**src/rtl/ddp_pkg.sv**
```systemverilog
// DDP packet layout and transmitter state encoding
// shared by the clocked injector and its interface.
package ddp_pkg;

  localparam int PKT_W   = 38;
  localparam int DEST_W  = 3;
  localparam int GEN_W   = 8;
  localparam int NODE_W  = 7;
  localparam int FLAGS_W = 4;
  localparam int DATA_W  = 16;

  localparam int DATA_LSB  = 0;
  localparam int FLAGS_LSB = DATA_LSB + DATA_W;
  localparam int NODE_LSB  = FLAGS_LSB + FLAGS_W;
  localparam int GEN_LSB   = NODE_LSB + NODE_W;
  localparam int DEST_LSB  = GEN_LSB + GEN_W;

  typedef struct packed {
    logic [DEST_W-1:0]  dest;
    logic [GEN_W-1:0]   gen;
    logic [NODE_W-1:0]  node;
    logic [FLAGS_W-1:0] flags;
    logic [DATA_W-1:0]  data;
  } ddp_pkt_t;

  typedef enum logic [1:0] {
    IDLE,
    LAUNCH,
    WAIT_LO,
    WAIT_HI
  } tx_state_t;

endpackage

```
**src/rtl/ddp_pkt_tx_if.sv**
```systemverilog
// Push-side valid/ready bundle of the DDP packet
// transmitter.
interface ddp_pkt_tx_if;
  import ddp_pkg::*;

  logic     in_valid;
  logic     in_ready;
  ddp_pkt_t in_pkt;

  modport master (
    output in_valid,
    output in_pkt,
    input  in_ready
  );

  modport slave (
    input  in_valid,
    input  in_pkt,
    output in_ready
  );

endinterface

```
**src/rtl/ddp_sync2.sv**
```systemverilog
// Two-flop synchronizer with a parameterized
// reset value for idle-high async handshakes.
module ddp_sync2 #(
  parameter logic RST_VAL = 1'b1
) (
  input  logic clk,
  input  logic rst,
  input  logic d,
  output logic q
);

  logic meta;

  always_ff @(posedge clk) begin
    if (rst) begin
      meta <= RST_VAL;
      q    <= RST_VAL;
    end else begin
      meta <= d;
      q    <= meta;
    end
  end

endmodule

```
**src/rtl/ddp_pkt_tx.sv**
```systemverilog
// Clocked DDP packet injector: FIFO + Send/Ack launcher.
// Optional ack timeout under DDP_TX_TIMEOUT_EN.
module ddp_pkt_tx
  import ddp_pkg::*;
#(
  parameter int DEPTH   = 4,
  parameter int PULSE_W = 2,
  parameter int TMO_CYC = 1024
) (
  input  logic         CLK,
  input  logic         MR,
  ddp_pkt_tx_if.slave  src,
  output logic         Send_out,
  input  logic         Ack_in,
  output ddp_pkt_t     PACKET_OUT,
  output logic         busy,
  output logic         tmo_err
);

  localparam int AW = $clog2(DEPTH);
  localparam int CW = $clog2(PULSE_W + 1);

  if (DEPTH < 2 || (DEPTH & (DEPTH - 1)) != 0 ||
      PULSE_W < 1 || TMO_CYC < 1) begin : g_bad_cfg
    $error("ddp_pkt_tx: illegal parameters");
  end

  tx_state_t     state;
  logic [CW-1:0] cnt;
  logic          ack_s;
  ddp_pkt_t      mem [DEPTH];
  logic [AW-1:0] wp;
  logic [AW-1:0] rp;
  logic [AW:0]   count;
  logic          full;
  logic          empty;
  logic          push;
  logic          pop;
  logic          tmo_hit;

  ddp_sync2 #(.RST_VAL(1'b1)) u_sync (
    .clk (CLK),
    .rst (MR),
    .d   (Ack_in),
    .q   (ack_s)
  );

  assign full         = (count == (AW+1)'(DEPTH));
  assign empty        = (count == '0);
  assign src.in_ready = !full;
  assign push         = src.in_valid && !full;
  assign pop          = (state == IDLE) && !empty && ack_s;
  assign busy         = (state != IDLE) || !empty;

  always_ff @(posedge CLK) begin
    if (push) mem[wp] <= src.in_pkt;
  end

  always_ff @(posedge CLK) begin
    if (MR) begin
      wp    <= '0;
      rp    <= '0;
      count <= '0;
    end else begin
      if (push) wp <= wp + 1'b1;
      if (pop)  rp <= rp + 1'b1;
      unique case ({push, pop})
        2'b10:   count <= count + 1'b1;
        2'b01:   count <= count - 1'b1;
        default: count <= count;
      endcase
    end
  end

`ifdef DDP_TX_TIMEOUT_EN
  localparam int TW = $clog2(TMO_CYC + 1);
  logic [TW-1:0] tmo_cnt;
  logic          waiting;
  logic          err_q;

  // counts only cycles spent waiting without a state change
  assign waiting = (state == WAIT_LO && ack_s) ||
                   (state == WAIT_HI && !ack_s);
  assign tmo_hit = waiting && (tmo_cnt == TW'(TMO_CYC - 1));
  assign tmo_err = err_q;

  always_ff @(posedge CLK) begin
    if (MR) begin
      tmo_cnt <= '0;
      err_q   <= 1'b0;
    end else begin
      tmo_cnt <= (waiting && !tmo_hit) ? tmo_cnt + 1'b1 : '0;
      if (tmo_hit) err_q <= 1'b1;
    end
  end
`else
  assign tmo_hit = 1'b0;
  assign tmo_err = 1'b0;
`endif

  always_ff @(posedge CLK) begin
    if (MR) begin
      state      <= IDLE;
      Send_out   <= 1'b1;
      PACKET_OUT <= '0;
      cnt        <= '0;
    end else if (tmo_hit) begin
      state    <= IDLE;
      Send_out <= 1'b1;
    end else begin
      unique case (state)
        IDLE: begin
          if (pop) begin
            PACKET_OUT <= mem[rp];
            cnt        <= CW'(PULSE_W - 1);
            Send_out   <= 1'b0;
            state      <= LAUNCH;
          end
        end
        LAUNCH: begin
          if (cnt == '0) begin
            Send_out <= 1'b1;
            state    <= WAIT_LO;
          end else begin
            cnt <= cnt - 1'b1;
          end
        end
        WAIT_LO: if (!ack_s) state <= WAIT_HI;
        WAIT_HI: if (ack_s)  state <= IDLE;
        default: state <= IDLE;
      endcase
    end
  end

endmodule

```
**src/flat_wrapper.sv**
```systemverilog
// flat-port wrapper written by rule: the top's interface ports become plain ports
module ddp_pkt_tx_flat import ddp_pkg::*;
#(
  parameter int DEPTH   = 4,
  parameter int PULSE_W = 2,
  parameter int TMO_CYC = 1024
)
  (CLK, MR, Send_out, Ack_in, PACKET_OUT, busy, tmo_err, src_in_valid, src_in_pkt, src_in_ready);
  ddp_pkt_tx_if src_i ();
  input  logic CLK;
  input  logic MR;
  output logic Send_out;
  input  logic Ack_in;
  output ddp_pkt_t PACKET_OUT;
  output logic busy;
  output logic tmo_err;
  input wire logic [$bits(src_i.in_valid)-1:0] src_in_valid;
  input wire logic [$bits(src_i.in_pkt)-1:0] src_in_pkt;
  output wire logic [$bits(src_i.in_ready)-1:0] src_in_ready;
  assign src_i.in_valid = src_in_valid;
  assign src_i.in_pkt = src_in_pkt;
  assign src_in_ready = src_i.in_ready;
  ddp_pkt_tx #(.DEPTH(DEPTH), .PULSE_W(PULSE_W), .TMO_CYC(TMO_CYC)) u_core (.CLK(CLK), .MR(MR), .src(src_i), .Send_out(Send_out), .Ack_in(Ack_in), .PACKET_OUT(PACKET_OUT), .busy(busy), .tmo_err(tmo_err));
endmodule
```
**config.mk**
```make
export PLATFORM = sky130hd
export DESIGN_NAME = ddp_pkt_tx_flat
export DESIGN_NICKNAME = d
export VERILOG_FILES = /design/src/rtl/ddp_pkg.sv /design/src/rtl/ddp_pkt_tx_if.sv /design/src/rtl/ddp_sync2.sv /design/src/rtl/ddp_pkt_tx.sv /design/src/flat_wrapper.sv
export SDC_FILE = /design/constraint.sdc
export NUM_CORES = 1
export LEC_CHECK = 0
export CAP_MARGIN = 0
export CORE_ASPECT_RATIO = 1.75
export CORE_UTILIZATION = 59
export CTS_BUF_LIST = sky130_fd_sc_hd__clkbuf_16
export CTS_CLUSTER_DIAMETER = 30
export DETAILED_ROUTE_END_ITERATION = 16
export PLACE_DENSITY = 0.88
export SYNTH_ARGS = -nofsm -noshare
export SYNTH_HDL_FRONTEND = slang
export SYNTH_SLANG_ARGS = --single-unit
export TNS_END_PERCENT = 50
```
**constraint.sdc**
```tcl
create_clock -name CLK -period 5.8 [get_ports CLK]
set_input_delay 1.16 -clock CLK [delete_from_list [all_inputs] [get_ports CLK]]
set_output_delay 1.16 -clock CLK [all_outputs]
set_load 0.005 [all_outputs]
```
**Yosys cells after proc, flatten, opt, wreduce, memory -nomap -nowiden**

Memory sizes are Yosys's and may differ from the RTL's. A register that Yosys moved wholly into a read port is not among the register bits.
Index checks and enable logic that the tools add are counted.

- Register bits after elaboration: 14
- Latch bits: 0
- Memory bits (writable): 152
- ROM bits: 0
- Output and inout port bits: 42
- Word-level logic and storage cells: 54
- Memories: 1

- Add/sub/neg operators: 5
- Multiply operators: 0
- Div/mod/pow operators: 0
- $lt $le $gt $ge: 0
- Equality and inequality tests: 11
- Shift operators: 0
- Muxes and demuxes: 13
- Bitwise operators: 0
- Reduce and logical (&&, ||, !) cells: 16

Memory list:

| name | words | width | read ports | clocked after Yosys merged registers in | write ports | RTL line | text |
|---|---|---|---|---|---|---|---|
| u_core.mem | 4 | 38 | 1 | 1 | 1 | ddp_pkt_tx.sv:31 | `ddp_pkt_t mem [DEPTH];` |

Operators with widths:

| cell | count |
|---|---|
| $mux 2 | 5 |
| $pmux 2 s4 | 1 |
| $eq 2x2->1 const B | 3 |
| $ne 2x2->1 const B | 3 |
| $pmux 3 s2 | 1 |
| $reduce_and 3->1 | 2 |
| $reduce_bool 2->1 | 3 |
| $add 2x1->2 const B | 2 |
| $eq 2x1->1 const B | 2 |
| $logic_not 2->1 | 2 |
| $mux 1 | 4 |
| $ne 2x1->1 const B | 2 |
| $pmux 2 s2 | 1 |
| $reduce_and 4->1 | 1 |
| $add 3x1->3 const B | 1 |
| $eq 3x3->1 const B | 1 |
| $logic_and 1x1->1 | 3 |
| $logic_not 3->1 | 1 |
| $sub 3x1->3 const B | 1 |
| $logic_not 1->1 | 2 |
| $pmux 1 s2 | 1 |
| $reduce_and 2->1 | 1 |
| $sub 2x1->2 const B | 1 |
| $logic_or 1x1->1 | 1 |

**Logic depth before layout (Yosys ltp)**

- Depth in word-level cells: 6
- Gate-level depth with buffers: 10
- Mapped depth without buffers: 10

**By module**

Synthesis repeated with hierarchy kept, for this count alone.

- Cells, all modules: 385
- Area total of the unflattened synthesis: 7528.5 um^2

Modules (own cells, without submodules):

| module | instances | cells an instance | area an instance (um^2) | sequential area each (um^2) |
|---|---|---|---|---|
| ddp_pkt_tx | 1 | 381 | 7475.9 | 5565.3 |
| ddp_sync2 | 1 | 4 | 52.6 | 40.0 |

**Worst setup path before layout**

OpenSTA, ideal clock, no wires.

- Path type: input port to flip-flop
- Start: input port src_in_valid
- End: memory u_core.mem[0][0] (netlist bit) (enable)
- Setup time: 399 ps
- Arrival time: 2378 ps
- Required time: 5401 ps
- Slack: 3022 ps
- Stages on the path: 2
- Cell sequence: buf_1 -> and3_1

- Word-level cells in the longest chain between the ends: 3

Ends and longest elaborated chain:

| what | RTL line | text |
|---|---|---|
| start, declared | flat_wrapper.sv:17 | `input wire logic [$bits(src_i.in_valid)-1:0] src_in_valid;` |
| $logic_and 1x1->1 | ddp_pkt_tx.sv:51 | `assign push = src.in_valid && !full;` |
| $mux 1 | ddp_pkt_tx.sv:56 | `if (push) mem[wp] <= src.in_pkt;` |
| $mux 1 (implied by the code) | ddp_pkt_tx.sv:56 |  |
| end, declared | ddp_pkt_tx.sv:31 |  |

No other way between the ends.

**Worst setup path after layout**

- Start: register u_core.count[2]
- End: output port src_in_ready

- Word-level cells in the longest chain between the ends: 2

Ends and longest elaborated chain:

| what | RTL line | text |
|---|---|---|
| start, declared | ddp_pkt_tx.sv:34 | `logic [AW:0] count;` |
| start signal, assigned | ddp_pkt_tx.sv:68 | `2'b10: count <= count + 1'b1;` |
| start signal, assigned | ddp_pkt_tx.sv:69 | `2'b01: count <= count - 1'b1;` |
| start signal, assigned | ddp_pkt_tx.sv:70 | `default: count <= count;` |
| $eq 3x3->1 | ddp_pkt_tx.sv:48 | `assign full = (count == (AW+1)'(DEPTH));` |
| $logic_not 1->1 | ddp_pkt_tx.sv:50 | `assign src.in_ready = !full;` |
| end, declared | flat_wrapper.sv:19 | `output wire logic [$bits(src_i.in_ready)-1:0] src_in_ready;` |

No other way between the ends.

==> flow_metrics.env <==
export IMPL_status="complete, no violations"
export IMPL_r2r_setup_slack_ps=3230
export IMPL_io_pins=84
export IMPL_syn_area_um2=7490
export IMPL_slew_headroom_pct=29.6
export IMPL_drt_wl_total_mm=14.1
export IMPL_drive_above_1_share_pct=18.5
export IMPL_cts_buffer_depth=3
export IMPL_dieArea_um2=13200
export IMPL_grt_overflow_total=0
export IMPL_path_clk_slew_ps=60
export IMPL_whs_ps=408
export IMPL_rsz0062_at_grt="false"
export IMPL_worstSkewPairLatency_ps=490
export IMPL_worstHoldPathCells=1
export IMPL_required_ps=4640
export IMPL_wl_met2_mm=7.86
export IMPL_crit_path_top_delay_cell="or3b_2"
export IMPL_drt_iter0_drc=207
export IMPL_antenna_found_initial=0
export IMPL_io_buffers=82
export IMPL_die_h_um=151
export IMPL_r2r_cells=10
export IMPL_final_nets=525
export IMPL_die_w_um=87.2
export IMPL_top_layer="met4"
export IMPL_area_growth_pct=23.4
export IMPL_whs_endpoint="u_core.u_sync.q$_SDFF_PP1_"
export IMPL_ys_seq_area_share_pct=74.8
export IMPL_viasPerCell=5.80
export IMPL_drc=0
export IMPL_gp_congestion=0.717
export IMPL_dp_cells=614
export IMPL_syn_num_nets=439
export IMPL_grt_pass1_vias=4175
export IMPL_syn_inst=385
export IMPL_finClkSkew_ps=10.5
export IMPL_crit_family="simple AND/OR/NAND/NOR gates"
export IMPL_fin_util_pct=74.3
export IMPL_post_cts_setup_buffers=0
export IMPL_final_area_um2=9240
export IMPL_synthTopCellsByArea="edfxtp_1 (61%), dfxtp_1 (14%), mux4_2 (11%), a22o_1 (4.4%), ha_1 (1.8%)"
export IMPL_wl_met1_mm=5.12
export IMPL_synth_top_cell_by_area="edfxtp_1"
export IMPL_power_leakage_nw=3.12
export IMPL_critical_path_class="reg2out"
export IMPL_place_area_um2=8430
export IMPL_start_util_pct=60.3
export IMPL_vdd_ir_drop_max_uv=465
export IMPL_grt_usage_pct=22.7
export IMPL_hold_viol=0
export IMPL_timing_rr_end="u_core.count[2]$_SDFFE_PP0P_"
export IMPL_wire_per_inst_um=21.5
export IMPL_met3_length_um=616
export IMPL_yosys_warnings=0
export IMPL_crit_path_start_kind="flip-flop"
export IMPL_synth_top_area_share_pct=60.9
export IMPL_core_um2=12400
export IMPL_cts_resized=0
export IMPL_n_antenna_cell=0
export IMPL_min_period_over_period_pct=54.9
export IMPL_cts_tree="done"
export IMPL_pre_cts_ws_ps=2510
export IMPL_worstMarginPinSlew_ps=1060
export IMPL_max_stage_delay_ps=590
export IMPL_min_from="u_core.u_sync.meta$_SDFF_PP1_"
export IMPL_reg2reg_from="u_core.state[0]$_SDFFE_PP0P_"
export IMPL_dp_hpwl_mm=8.30
export IMPL_numCtsBuffers=23
export IMPL_cts_sinks=204
export IMPL_h_tree_depth=1
export IMPL_crit_chain="or3b_2 > clkdlybuf4s50_1"
export IMPL_power_density_nw_per_um2=483
export IMPL_maxCapViolCount=0
export IMPL_critPathMaxFanout=10
export IMPL_syn_avg_cell_area_um2=19.5
export IMPL_cp_num_buf_inv=1
export IMPL_core_rowCount=54
export IMPL_tns_ps=0
export IMPL_fmax_ghz=0.314
export IMPL_grt_max_degree=41
export IMPL_synth_cell_type_count=39
export IMPL_antenna_left=0
export IMPL_power_total_mw=4.47
export IMPL_postLayoutSetupSlackWorst_ps=2620
export IMPL_postCtsHoldBufs=0
export IMPL_hp_class="reg2reg"
export IMPL_firstDrtPassIters=4
export IMPL_root_buffer="clkbuf_16"
export IMPL_final_max_slew_viol_count=0
export IMPL_critPathArrivalTime_ps=2020
export IMPL_period_minus_slack_ps=3180
export IMPL_stdcell_count=655
export IMPL_ys_ff_latch=204
export IMPL_critPathCaptureType="primary output"
export IMPL_setup_viol=0
export IMPL_route_vias_total=3802
export IMPL_grt_pass1_wl_mm=21.8
-- sequential cells by signal (all words and copies together) (netlist names), 2 cells and up --
register           cells
u_core.count           3
u_core.state           2
u_core.mem           152
u_core.PACKET_OUT     38
u_core.rp              2
u_core.cnt             2
u_core.wp              2
-- worst max path at each step --
stage,from,to,slack [ps],cells past startpoint
floorplan,src_in_valid,u_core.mem[0][0]$_DFFE_PP_,3020,2
global placement,MR,u_core.PACKET_OUT[22]$_SDFFE_PP0P_,2620,3
detailed placement,MR,u_core.PACKET_OUT[14]$_SDFFE_PP0P_,2510,3
CTS,u_core.count[2]$_SDFFE_PP0P_,src_in_ready,2610,2
global route,u_core.count[2]$_SDFFE_PP0P_,src_in_ready,2560,2
finish,u_core.count[2]$_SDFFE_PP0P_,src_in_ready,2620,2
-- area by class of cell --
cell class	instances	area [um^2]
clock buffers	23	576
flip-flops and latches	204	5610
fillers	740	3190
clock inverters	18	233
inverters	12	45.0
multi-input cells	147	1740
repair buffers	83	828
well taps	168	210
-- report_power, final --
group | total, mW | switching [mW] | leakage (nW) | internal, mW
sequential | 2.00 | 0.168 | 1.82 | 1.83
clock | 1.51 | 0.586 | 0.407 | 0.922
combinational | 0.961 | 0.421 | 0.896 | 0.540
-- Yosys cell counts, drive strengths merged --
library cell and instances:
and3 5, inv 12, buf 14, or3b 1, edfxtp 152, a22o 38
o31ai 1, o21bai 1, or3 3, a2111o 1, conb 1, nor2b 2
or2 2, mux2 1, nor2 5, nor4 1, o21ai 2, o311ai 1
a21o 3, mux4 38, mux2i 2, a21oi 7, nor3 2, nand2b 3
fa 1, a2111oi 1, a211oi 1, xor2 2, nand2 6, a31oi 1
clkbuf 8, ha 11, nand3 4, dfxtp 52
-- cell families after synthesis --
group | after synthesis | synth area share, %
buffers and inverters | 34 | 2.15
DFF | 204 | 74.8
other | 1 | 0.0501
xor gates and xnor gates | 2 | 0.234
and+or+nand+nor | 34 | 2.44
muxes | 41 | 11.8
adders and majority gates | 12 | 2.10
AOI/OAI and AO/OA | 57 | 6.35
-- worst register-to-register path, stage by stage (launching register included) --
cell and delay, ps:
dfxtp_1 340, inv_1 120, ha_1 340, o311ai_4 230, inv_2 170, ha_1 210
inv_1 70, fa_1 380, xor2_1 160, or3_1 300, a21oi_1 170
-- layout by cell type (no fill, tap or decap), drive strengths merged, types with 2 or more instances in the layout --
cell and instances:
or2 2, nand2 6, a21o 3, inv 19
and3 5, ha 11, mux4 38, a22o 38
nand2b 3, clkdlybuf4s50 82, nand3 4, dfxtp 52
clkinv 7, nor2 5, xor2 2, or3 3
bufinv 4, nor2b 2, o21ai 2, mux2i 2
clkbuf 23, edfxtp 152, nor3 2, a21oi 7
-- routing by layer --
metal	track usage, %	up-vias
li1	-	1714
met1	26.8	1954
met2	40.3	104
met3	3.27	30
met4	11.3	0
met5	0	-
(Power assumes the default switching activity.)
